`config.mk`:
```
export PLATFORM = sky130hd
export DESIGN_NAME = mem_bus_arbiter_flat
export DESIGN_NICKNAME = d
export VERILOG_FILES = /design/src/rtl/mem_bus_arbiter_if.sv /design/src/rtl/mem_bus_arbiter.sv /design/src/flat_wrapper.sv
export SDC_FILE = /design/constraint.sdc
export NUM_CORES = 1
export LEC_CHECK = 0
export BUFFER_PORTS_ARGS = -buffer_cell sky130_fd_sc_hd__buf_2
export CELL_PAD_IN_SITES_DETAIL_PLACEMENT = 1
export CELL_PAD_IN_SITES_GLOBAL_PLACEMENT = 1
export CORE_MARGIN = 2
export CORE_UTILIZATION = 25
export CTS_CLUSTER_DIAMETER = 200
export DETAILED_ROUTE_END_ITERATION = 7
export GPL_TIMING_DRIVEN = 0
export PLACE_DENSITY = 0.73
export SYNTH_ARGS = -nofsm -noshare
export SYNTH_HDL_FRONTEND = slang
export SYNTH_SLANG_ARGS = --single-unit
```
`constraint.sdc`:
```
create_clock -name clk -period 1.7 [get_ports clk]
set_input_delay 0.085 -clock clk [delete_from_list [all_inputs] [get_ports clk]]
set_output_delay 0.085 -clock clk [all_outputs]
set_load 0.02 [all_outputs]
```
`src/rtl/mem_bus_arbiter_if.sv`:
```
// Bus bundle for mem_bus_arbiter: IFU and LSU request/response channels plus the shared memory port.
// The arbiter takes the master view; the clients and the memory model sit on the slave side.
interface mem_bus_arbiter_if #(
  parameter int ADDR_WIDTH = 32,
  parameter int DATA_WIDTH = 32
);
  logic                  ifu_req_valid;
  logic                  ifu_req_ready;
  logic [ADDR_WIDTH-1:0] ifu_addr;
  logic                  ifu_resp_valid;
  logic [DATA_WIDTH-1:0] ifu_rdata;

  logic                  lsu_req_valid;
  logic                  lsu_req_ready;
  logic [ADDR_WIDTH-1:0] lsu_addr;
  logic                  lsu_wen;
  logic [DATA_WIDTH-1:0] lsu_wdata;
  logic [3:0]            lsu_wmask;
  logic                  lsu_resp_valid;
  logic [DATA_WIDTH-1:0] lsu_rdata;

  logic                  mem_req_valid;
  logic                  mem_req_ready;
  logic [ADDR_WIDTH-1:0] mem_addr;
  logic                  mem_wen;
  logic [DATA_WIDTH-1:0] mem_wdata;
  logic [3:0]            mem_wmask;
  logic                  mem_resp_valid;
  logic [DATA_WIDTH-1:0] mem_rdata;

  modport master (
    input  ifu_req_valid, ifu_addr,
    input  lsu_req_valid, lsu_addr, lsu_wen, lsu_wdata, lsu_wmask,
    input  mem_req_ready, mem_resp_valid, mem_rdata,
    output ifu_req_ready, ifu_resp_valid, ifu_rdata,
    output lsu_req_ready, lsu_resp_valid, lsu_rdata,
    output mem_req_valid, mem_addr, mem_wen, mem_wdata, mem_wmask
  );

  modport slave (
    output ifu_req_valid, ifu_addr,
    output lsu_req_valid, lsu_addr, lsu_wen, lsu_wdata, lsu_wmask,
    output mem_req_ready, mem_resp_valid, mem_rdata,
    input  ifu_req_ready, ifu_resp_valid, ifu_rdata,
    input  lsu_req_ready, lsu_resp_valid, lsu_rdata,
    input  mem_req_valid, mem_addr, mem_wen, mem_wdata, mem_wmask
  );
endinterface

```
`src/rtl/mem_bus_arbiter.sv`:
```
// Shares one memory port between IFU fetches and LSU loads/stores, one transaction in flight.
// Define MEM_ARB_RR_EN for round-robin on conflicts; otherwise the LSU always wins.
module mem_bus_arbiter #(
  parameter int ADDR_WIDTH  = 32,
  parameter int DATA_WIDTH  = 32,
  parameter int TIMEOUT_CYC = 256
) (
  input  logic              clk,
  input  logic              rst,
  mem_bus_arbiter_if.master bus,
  output logic              err_timeout
);

  localparam logic [1:0] S_IDLE  = 2'd0;
  localparam logic [1:0] S_ISSUE = 2'd1;
  localparam logic [1:0] S_WAIT  = 2'd2;

  localparam int              CNT_W     = (TIMEOUT_CYC > 0) ? $clog2(TIMEOUT_CYC + 1) : 1;
  localparam logic [CNT_W-1:0] CNT_LIMIT = (TIMEOUT_CYC > 0) ? CNT_W'(TIMEOUT_CYC - 1) : '0;
  localparam logic [DATA_WIDTH-1:0] TIMEOUT_DATA = DATA_WIDTH'(32'hDEAD_BEEF);

  logic [1:0]            state_q,    state_d;
  logic                  ownerLsu_q, ownerLsu_d;
  logic [ADDR_WIDTH-1:0] addr_q,     addr_d;
  logic                  wen_q,      wen_d;
  logic [DATA_WIDTH-1:0] wdata_q,    wdata_d;
  logic [3:0]            wmask_q,    wmask_d;
  logic [CNT_W-1:0]      cnt_q,      cnt_d;
  logic                  err_q,      err_d;

  logic                  idleActive;
  logic                  busy;
  logic                  grantLsu;
  logic                  grantIfu;
  logic                  respHit;
  logic                  timeoutHit;
  logic                  respFire;
  logic [DATA_WIDTH-1:0] respData;

  // Reset masks every handshake so a transaction cut short by rst can never answer.
  assign idleActive = (state_q == S_IDLE) && !rst;
  assign busy       = (state_q == S_ISSUE) || (state_q == S_WAIT);

`ifdef MEM_ARB_RR_EN
  logic favourLsu_q, favourLsu_d;

  assign grantLsu = idleActive && bus.lsu_req_valid && (!bus.ifu_req_valid || favourLsu_q);

  always_comb begin
    favourLsu_d = favourLsu_q;
    if (grantLsu) begin
      favourLsu_d = 1'b0;
    end else if (grantIfu) begin
      favourLsu_d = 1'b1;
    end
  end

  always_ff @(posedge clk) begin
    if (rst) begin
      favourLsu_q <= 1'b1;
    end else begin
      favourLsu_q <= favourLsu_d;
    end
  end
`else
  assign grantLsu = idleActive && bus.lsu_req_valid;
`endif

  assign grantIfu = idleActive && bus.ifu_req_valid && !grantLsu;

  assign respHit    = (state_q == S_WAIT) && bus.mem_resp_valid && !rst;
  assign timeoutHit = (TIMEOUT_CYC != 0) && busy && (cnt_q == CNT_LIMIT) && !respHit && !rst;
  assign respFire   = respHit || timeoutHit;

  // Stores acknowledge with zero data; a watchdog abort returns a recognisable poison word.
  always_comb begin
    respData = bus.mem_rdata;
    if (timeoutHit) begin
      respData = TIMEOUT_DATA;
    end else if (wen_q) begin
      respData = '0;
    end
  end

  assign bus.ifu_req_ready  = grantIfu;
  assign bus.lsu_req_ready  = grantLsu;
  assign bus.ifu_resp_valid = respFire && !ownerLsu_q;
  assign bus.lsu_resp_valid = respFire && ownerLsu_q;
  assign bus.ifu_rdata      = (respFire && !ownerLsu_q) ? respData : '0;
  assign bus.lsu_rdata      = (respFire && ownerLsu_q) ? respData : '0;

  assign bus.mem_req_valid  = (state_q == S_ISSUE) && !rst;
  assign bus.mem_addr       = addr_q;
  assign bus.mem_wen        = wen_q;
  assign bus.mem_wdata      = wdata_q;
  assign bus.mem_wmask      = wmask_q;

  assign err_timeout        = err_q;

  always_comb begin
    state_d    = state_q;
    ownerLsu_d = ownerLsu_q;
    addr_d     = addr_q;
    wen_d      = wen_q;
    wdata_d    = wdata_q;
    wmask_d    = wmask_q;
    cnt_d      = cnt_q;
    err_d      = err_q;

    case (state_q)
      S_IDLE: begin
        if (grantLsu) begin
          ownerLsu_d = 1'b1;
          addr_d     = bus.lsu_addr;
          wen_d      = bus.lsu_wen;
          wdata_d    = bus.lsu_wen ? bus.lsu_wdata : '0;
          wmask_d    = bus.lsu_wen ? bus.lsu_wmask : 4'b0000;
          cnt_d      = '0;
          state_d    = S_ISSUE;
        end else if (grantIfu) begin
          ownerLsu_d = 1'b0;
          addr_d     = bus.ifu_addr;
          wen_d      = 1'b0;
          wdata_d    = '0;
          wmask_d    = 4'b0000;
          cnt_d      = '0;
          state_d    = S_ISSUE;
        end
      end

      S_ISSUE: begin
        if (TIMEOUT_CYC != 0) begin
          cnt_d = cnt_q + CNT_W'(1);
        end
        if (timeoutHit) begin
          state_d = S_IDLE;
        end else if (bus.mem_req_ready) begin
          state_d = S_WAIT;
        end
      end

      S_WAIT: begin
        if (TIMEOUT_CYC != 0) begin
          cnt_d = cnt_q + CNT_W'(1);
        end
        if (respFire) begin
          state_d = S_IDLE;
        end
      end

      default: begin
        state_d = S_IDLE;
      end
    endcase

    if (timeoutHit) begin
      err_d = 1'b1;
    end
  end

  always_ff @(posedge clk) begin
    if (rst) begin
      state_q    <= S_IDLE;
      ownerLsu_q <= 1'b0;
      addr_q     <= '0;
      wen_q      <= 1'b0;
      wdata_q    <= '0;
      wmask_q    <= 4'b0000;
      cnt_q      <= '0;
      err_q      <= 1'b0;
    end else begin
      state_q    <= state_d;
      ownerLsu_q <= ownerLsu_d;
      addr_q     <= addr_d;
      wen_q      <= wen_d;
      wdata_q    <= wdata_d;
      wmask_q    <= wmask_d;
      cnt_q      <= cnt_d;
      err_q      <= err_d;
    end
  end

endmodule

```
`src/flat_wrapper.sv`:
```
// flat-port wrapper written by rule: the top's interface ports become plain ports
module mem_bus_arbiter_flat 
#(
  parameter int ADDR_WIDTH  = 32,
  parameter int DATA_WIDTH  = 32,
  parameter int TIMEOUT_CYC = 256
)
  (clk, rst, err_timeout, bus_ifu_req_valid, bus_ifu_addr, bus_lsu_req_valid, bus_lsu_addr, bus_lsu_wen, bus_lsu_wdata, bus_lsu_wmask, bus_mem_req_ready, bus_mem_resp_valid, bus_mem_rdata, bus_ifu_req_ready, bus_ifu_resp_valid, bus_ifu_rdata, bus_lsu_req_ready, bus_lsu_resp_valid, bus_lsu_rdata, bus_mem_req_valid, bus_mem_addr, bus_mem_wen, bus_mem_wdata, bus_mem_wmask);
  mem_bus_arbiter_if #(.ADDR_WIDTH(ADDR_WIDTH), .DATA_WIDTH(DATA_WIDTH)) bus_i ();
  input  logic clk;
  input  logic rst;
  output logic err_timeout;
  input wire logic [$bits(bus_i.ifu_req_valid)-1:0] bus_ifu_req_valid;
  input wire logic [$bits(bus_i.ifu_addr)-1:0] bus_ifu_addr;
  input wire logic [$bits(bus_i.lsu_req_valid)-1:0] bus_lsu_req_valid;
  input wire logic [$bits(bus_i.lsu_addr)-1:0] bus_lsu_addr;
  input wire logic [$bits(bus_i.lsu_wen)-1:0] bus_lsu_wen;
  input wire logic [$bits(bus_i.lsu_wdata)-1:0] bus_lsu_wdata;
  input wire logic [$bits(bus_i.lsu_wmask)-1:0] bus_lsu_wmask;
  input wire logic [$bits(bus_i.mem_req_ready)-1:0] bus_mem_req_ready;
  input wire logic [$bits(bus_i.mem_resp_valid)-1:0] bus_mem_resp_valid;
  input wire logic [$bits(bus_i.mem_rdata)-1:0] bus_mem_rdata;
  output wire logic [$bits(bus_i.ifu_req_ready)-1:0] bus_ifu_req_ready;
  output wire logic [$bits(bus_i.ifu_resp_valid)-1:0] bus_ifu_resp_valid;
  output wire logic [$bits(bus_i.ifu_rdata)-1:0] bus_ifu_rdata;
  output wire logic [$bits(bus_i.lsu_req_ready)-1:0] bus_lsu_req_ready;
  output wire logic [$bits(bus_i.lsu_resp_valid)-1:0] bus_lsu_resp_valid;
  output wire logic [$bits(bus_i.lsu_rdata)-1:0] bus_lsu_rdata;
  output wire logic [$bits(bus_i.mem_req_valid)-1:0] bus_mem_req_valid;
  output wire logic [$bits(bus_i.mem_addr)-1:0] bus_mem_addr;
  output wire logic [$bits(bus_i.mem_wen)-1:0] bus_mem_wen;
  output wire logic [$bits(bus_i.mem_wdata)-1:0] bus_mem_wdata;
  output wire logic [$bits(bus_i.mem_wmask)-1:0] bus_mem_wmask;
  assign bus_i.ifu_req_valid = bus_ifu_req_valid;
  assign bus_i.ifu_addr = bus_ifu_addr;
  assign bus_i.lsu_req_valid = bus_lsu_req_valid;
  assign bus_i.lsu_addr = bus_lsu_addr;
  assign bus_i.lsu_wen = bus_lsu_wen;
  assign bus_i.lsu_wdata = bus_lsu_wdata;
  assign bus_i.lsu_wmask = bus_lsu_wmask;
  assign bus_i.mem_req_ready = bus_mem_req_ready;
  assign bus_i.mem_resp_valid = bus_mem_resp_valid;
  assign bus_i.mem_rdata = bus_mem_rdata;
  assign bus_ifu_req_ready = bus_i.ifu_req_ready;
  assign bus_ifu_resp_valid = bus_i.ifu_resp_valid;
  assign bus_ifu_rdata = bus_i.ifu_rdata;
  assign bus_lsu_req_ready = bus_i.lsu_req_ready;
  assign bus_lsu_resp_valid = bus_i.lsu_resp_valid;
  assign bus_lsu_rdata = bus_i.lsu_rdata;
  assign bus_mem_req_valid = bus_i.mem_req_valid;
  assign bus_mem_addr = bus_i.mem_addr;
  assign bus_mem_wen = bus_i.mem_wen;
  assign bus_mem_wdata = bus_i.mem_wdata;
  assign bus_mem_wmask = bus_i.mem_wmask;
  mem_bus_arbiter #(.ADDR_WIDTH(ADDR_WIDTH), .DATA_WIDTH(DATA_WIDTH), .TIMEOUT_CYC(TIMEOUT_CYC)) u_core (.clk(clk), .rst(rst), .bus(bus_i), .err_timeout(err_timeout));
endmodule
```
Word level (Yosys, flattened, before mapping)
Index checks and enable logic that the tools add are counted.
Storage, ports and cells
  register bits: 82
  output and inout port bits: 139
  logic and storage cells: 64
Operators by class
  add/sub/neg operators: 1
  eq/ne operators: 6
  muxes and demuxes: 24
  reductions and logical operators: 25
Operators with widths (count)
  2-to-1 mux 32 bit: 9
  2-to-1 mux 9 bit: 2
  one-hot mux 9 bit (2 select lines): 1
  logical AND 1 bit: 12
  2-to-1 mux 4 bit: 3
  2-to-1 mux 2 bit: 5
  adder 9 x 1 -> 9 bit (second input constant): 1
  == test 9 x 8 -> 1 bit (second input constant): 1
  inequality test 3 x 2 -> 1 bit (second input constant): 2
  one-hot mux 2 bit (3 select lines): 1
  zero test 1 bit: 4
  AND reduction 2 bit: 2
  nonzero test 2 bit: 2
  2-to-1 mux 1 bit: 3
  AND reduction 3 bit: 1
  == test 2 x 1 -> 1 bit (second input constant): 1
  == test 2 bit (second input constant): 1
  zero test 2 bit: 1
  logical OR 1 bit: 2
  inequality test 2 x 1 -> 1 bit (second input constant): 1
  OR reduction 2 bit: 1

Depth between registers and ports, before layout
  depth in word-level cells: 9
  gate-level depth with buffers: 10

Worst setup path before layout
OpenSTA, ideal clock, no wires.
  path kind: flip-flop to output port
  start: register u_core.cnt_q[2]
  end: output port bus_ifu_rdata[18]
  arrival: 1.993 ns
  required time: 1.615 ns
  path slack: -0.378 ns
  stages on the path, launching flop included: 11
  buffers on the path: 2
  cells stage by stage: dfxtp_1 nand4_1 or2_0 nor2_1 ha_1 nand2_1 a21oi_1 nand2b_1 clkbuf_1 clkbuf_1 a21oi_1
On the way
  word-level cells in the longest chain between the ends: 7
  elaborated cells on any way between the ends: 8
  those cells by class: eq/ne (1); mux (2); reduce/logical (5)
Ends and longest elaborated chain
  start: declaration: RTL line mem_bus_arbiter.sv:28  | logic [CNT_W-1:0] cnt_q, cnt_d;
  start signal: assignment: RTL line mem_bus_arbiter.sv:178  | cnt_q <= cnt_d;
  == test 9 x 8 -> 1 bit *: RTL line mem_bus_arbiter.sv:72  | assign timeoutHit = (TIMEOUT_CYC != 0) && busy && (cnt_q == CNT_LIMIT) && !respHit && !rst;
  logical AND 1 bit * (3 in series): RTL line mem_bus_arbiter.sv:72
  logical OR 1 bit: RTL line mem_bus_arbiter.sv:73  | assign respFire = respHit || timeoutHit;
  logical AND 1 bit: RTL line mem_bus_arbiter.sv:89  | assign bus.ifu_rdata = (respFire && !ownerLsu_q) ? respData : '0;
  2-to-1 mux 32 bit *: RTL line mem_bus_arbiter.sv:89
  end: declaration: RTL line flat_wrapper.sv:25  | output wire logic [$bits(bus_i.ifu_rdata)-1:0] bus_ifu_rdata;
Mark *: on every way between the ends. The rest lies on a longest branch, timed or not.

Worst setup path after layout
  start: register u_core.cnt_q[1]
  end: output port bus_ifu_rdata[13]
The elaborated chain is that of the path after synthesis.

==> impl_metrics.ini <==
[status]
status = finished with violations
violations = hold timing, setup timing

[critical_path]
arrival_ps = 2310
crit_fanout = 8
crit_top_cell = a21oi_4
path_cells = ha_4 -> nand2_1 -> nor2_1 -> ha_2 -> nand2_4 -> a21oi_4 -> nand2b_1 -> buf_8 -> clkbuf_16 -> a21oi_4 -> buf_6
cp.required_ps = 1620
cp-start-kind = flip-flop
worstSetupPathType = flip-flop to primary output
r2r_cells = 8
critPathMaxStageDelay_ps = 420
cp-end-kind = primary output
crit_path_top_delay_cell = dfxtp_1
r2r_slack_ps = -310

[layout]
drive_above_1_share = 0.571
final_common_cell = buf_2
num_antenna_cells = 0
final_nets = 970
syn_to_final_growth_pct = 101
layout_common_cells = buf_2 (223), nor2_1 (76), buf_6 (76), dfxtp_1 (75), a21oi_4 (43)

[hold_path]
min_path_cells = 3
hold_path_class = input pin to flip-flop

[sta]
rsz0062_at_grt = yes
fin_crit_sh = 1.41
hold_viol = 1
worst_slew_pin_slew_ps = 822
setup_viol = 78
finalWorstSetupSlack_ps = -698
setup-tns-final_ps = -36410
maxSlewViolCount = 0
finClkSkew_ps = 9.84
hold_ws_ps = -4.16
max_slew_margin = 0.447
max_freq_mhz = 417
post-route-min-period_ps = 2400

[place]
hpwlAfterDp_microns = 13200
pre_cts_slack_ps = -596
port_buffers = 276
gp_congestion = 0.803

[logic_synthesis]
synth_seq_cells = 82
synthFlopType = dfxtp_1
synth_cell_types = 38
ys_async_sr_fraction = 0
synth_seq_area_share = 0.412
syn-cell-area_sq_um = 3990
syn_area_per_cell_sq_um = 8.45
synth_warnings = 0
synth_edf_count = 0
syn-instance-count = 472
syn_nets = 618

[global_route]
grt_max_degree = 15
grt_usage = 0.211
antenna_found_initial = 1
grt_pass1_vias = 5241
grt_overflow_total = 0
grt_pass1_wl_microns = 28000

[floorplan]
die_y_microns = 130
core.rowCount = 46
dieArea_sq_um = 17000
chipWidth_microns = 130
core_area_sq_um = 15700
io_pins = 278
start_util = 0.254

[drt]
avgRoutedWirePerCell_microns = 19.1
ant_nets = 0
firstDrtPassIters = 4
drt-initial-drc-count = 117
vias = 5042
vias_per_cell = 4.82
drcViolationCount = 0
routed_wl_microns = 19900

[clock_tree]
cts_buffers = 9
cts_sinks = 82
cts.clk_slew.worst_paths_ps = 70
tritoncts = yes
worstSkewPairLatency_ps = 340
clock_path_buffers = 2
cts-root-buf = clkbuf_16
ctsHtreeMaxLevel = 3

[power_and_ir_drop]
peakVddDrop_uv = 631
total_power_w = 0.00702
p_leak_nw = 3.63
power_per_cell_area_nw_per_um2 = 876

[flow_run]
maxCapViolations = 0
==> metrics by stage <==
| step | cell area [sq um] | instances | util |
|---|---|---|---|
| global route | 8010 | 1045 | 0.510 |
| floorplan | 4560 | 472 | - |
| detailed placement | 6220 | 964 | 0.396 |
| finish | 8010 | 1045 | 0.510 |
| global placement | 6220 | 964 | 0.396 |
| CTS | 7610 | 1034 | 0.485 |
==> worst paths after layout <==
path	from	to
hold reg to reg	u_core.err_timeout	u_core.err_timeout
setup / recovery	u_core.cnt_q[1]	bus_ifu_rdata[13]
hold / removal	bus_lsu_wdata[23]	u_core.bus.mem_wdata[23]
setup reg to reg	u_core.cnt_q[1]	u_core.state_q[0]
==> final cells by class <==
class                           count  area (sq um)
Fill cell                        1810          7710
Multi-Input combinational cell    338          2900
Buffer                             40           405
Inverter                           10          47.5
Clock inverter                      5          62.6
Timing Repair Buffer              343          2420
Tap cell                          216           270
Clock buffer                       11           243
Sequential cell                    82          1650
==> per-layer routing <==
layer  GRT usage  share of wire  routed length [microns]  vias to the layer above
met5           0        0.00065                       13                        -
met4      0.0607          0.019                      384                        2
met3      0.0484          0.068                     1350                       31
met2       0.418           0.54                    10800                      218
met1       0.221           0.37                     7430                     2412
li1            -              -                        -                     2379
==> what timing repair did <==
item	4_1_cts	5_1_grt
pin swaps	12	11
buffers inserted	27	12
endpoints found under the hold margin	24	0
hold buffers	24	0
cloned	4	0
gates resized for setup	169	81
setup endpoints to repair	147	139
==> sequential cells by signal (all words and copies together) (netlist names) <==
| register | cells |
|---|---|
| u_core.state_q | 2 |
| u_core.bus.mem_wen | 1 |
| u_core.err_timeout | 1 |
| u_core.bus.mem_wmask | 4 |
| u_core.cnt_q | 9 |
| u_core.bus.mem_wdata | 32 |
| u_core.ownerLsu_q | 1 |
| u_core.bus.mem_addr | 32 |
==> synth_stat cells, types with 5 or more instances <==
cell | count | area share
mux2i_1 | 33 | 0.083
clkbuf_1 | 21 | 0.020
and2_1 | 16 | 0.025
a211oi_1 | 34 | 0.064
nand2b_1 | 25 | 0.039
a21oi_1 | 57 | 0.072
nand3_1 | 5 | 0.0063
dfxtp_1 | 82 | 0.41
nor2_1 | 76 | 0.072
nand2_1 | 12 | 0.011
ha_1 | 7 | 0.022
a22oi_1 | 37 | 0.070
inv_1 | 10 | 0.0094
buf_4 | 5 | 0.0094
buf_2 | 12 | 0.015
==> report_power, final <==
| part | total (W) | switching, W | internal, W |
|---|---|---|---|
| sequential | 0.00232 | 0.000163 | 0.00216 |
| clock | 0.00201 | 0.000822 | 0.00119 |
| combinational | 0.00268 | 0.00152 | 0.00116 |
==> worst max-delay path, delay by kind of cell, from the launching register on <==
| kind | cells | cell delay, ps |
|---|---|---|
| flops | 1 | 420 |
| fa+ha+maj | 2 | 420 |
| compound gates | 2 | 290 |
| buf+inv | 3 | 470 |
| simple gates | 4 | 360 |
==> cells by family (layout without fill, tap and decap cells) <==
group           count (synthesis)  count (layout)  share of synthesized area
simple gates                  151             151                      0.184
flops                          82              82                      0.412
buf+inv                        52             409                     0.0574
mux                            33              33                     0.0828
compound gates                143             143                      0.233
xor+xnor                        4               4                    0.00878
fa+ha+maj                       7               7                     0.0220
(Power assumes the default switching activity.)
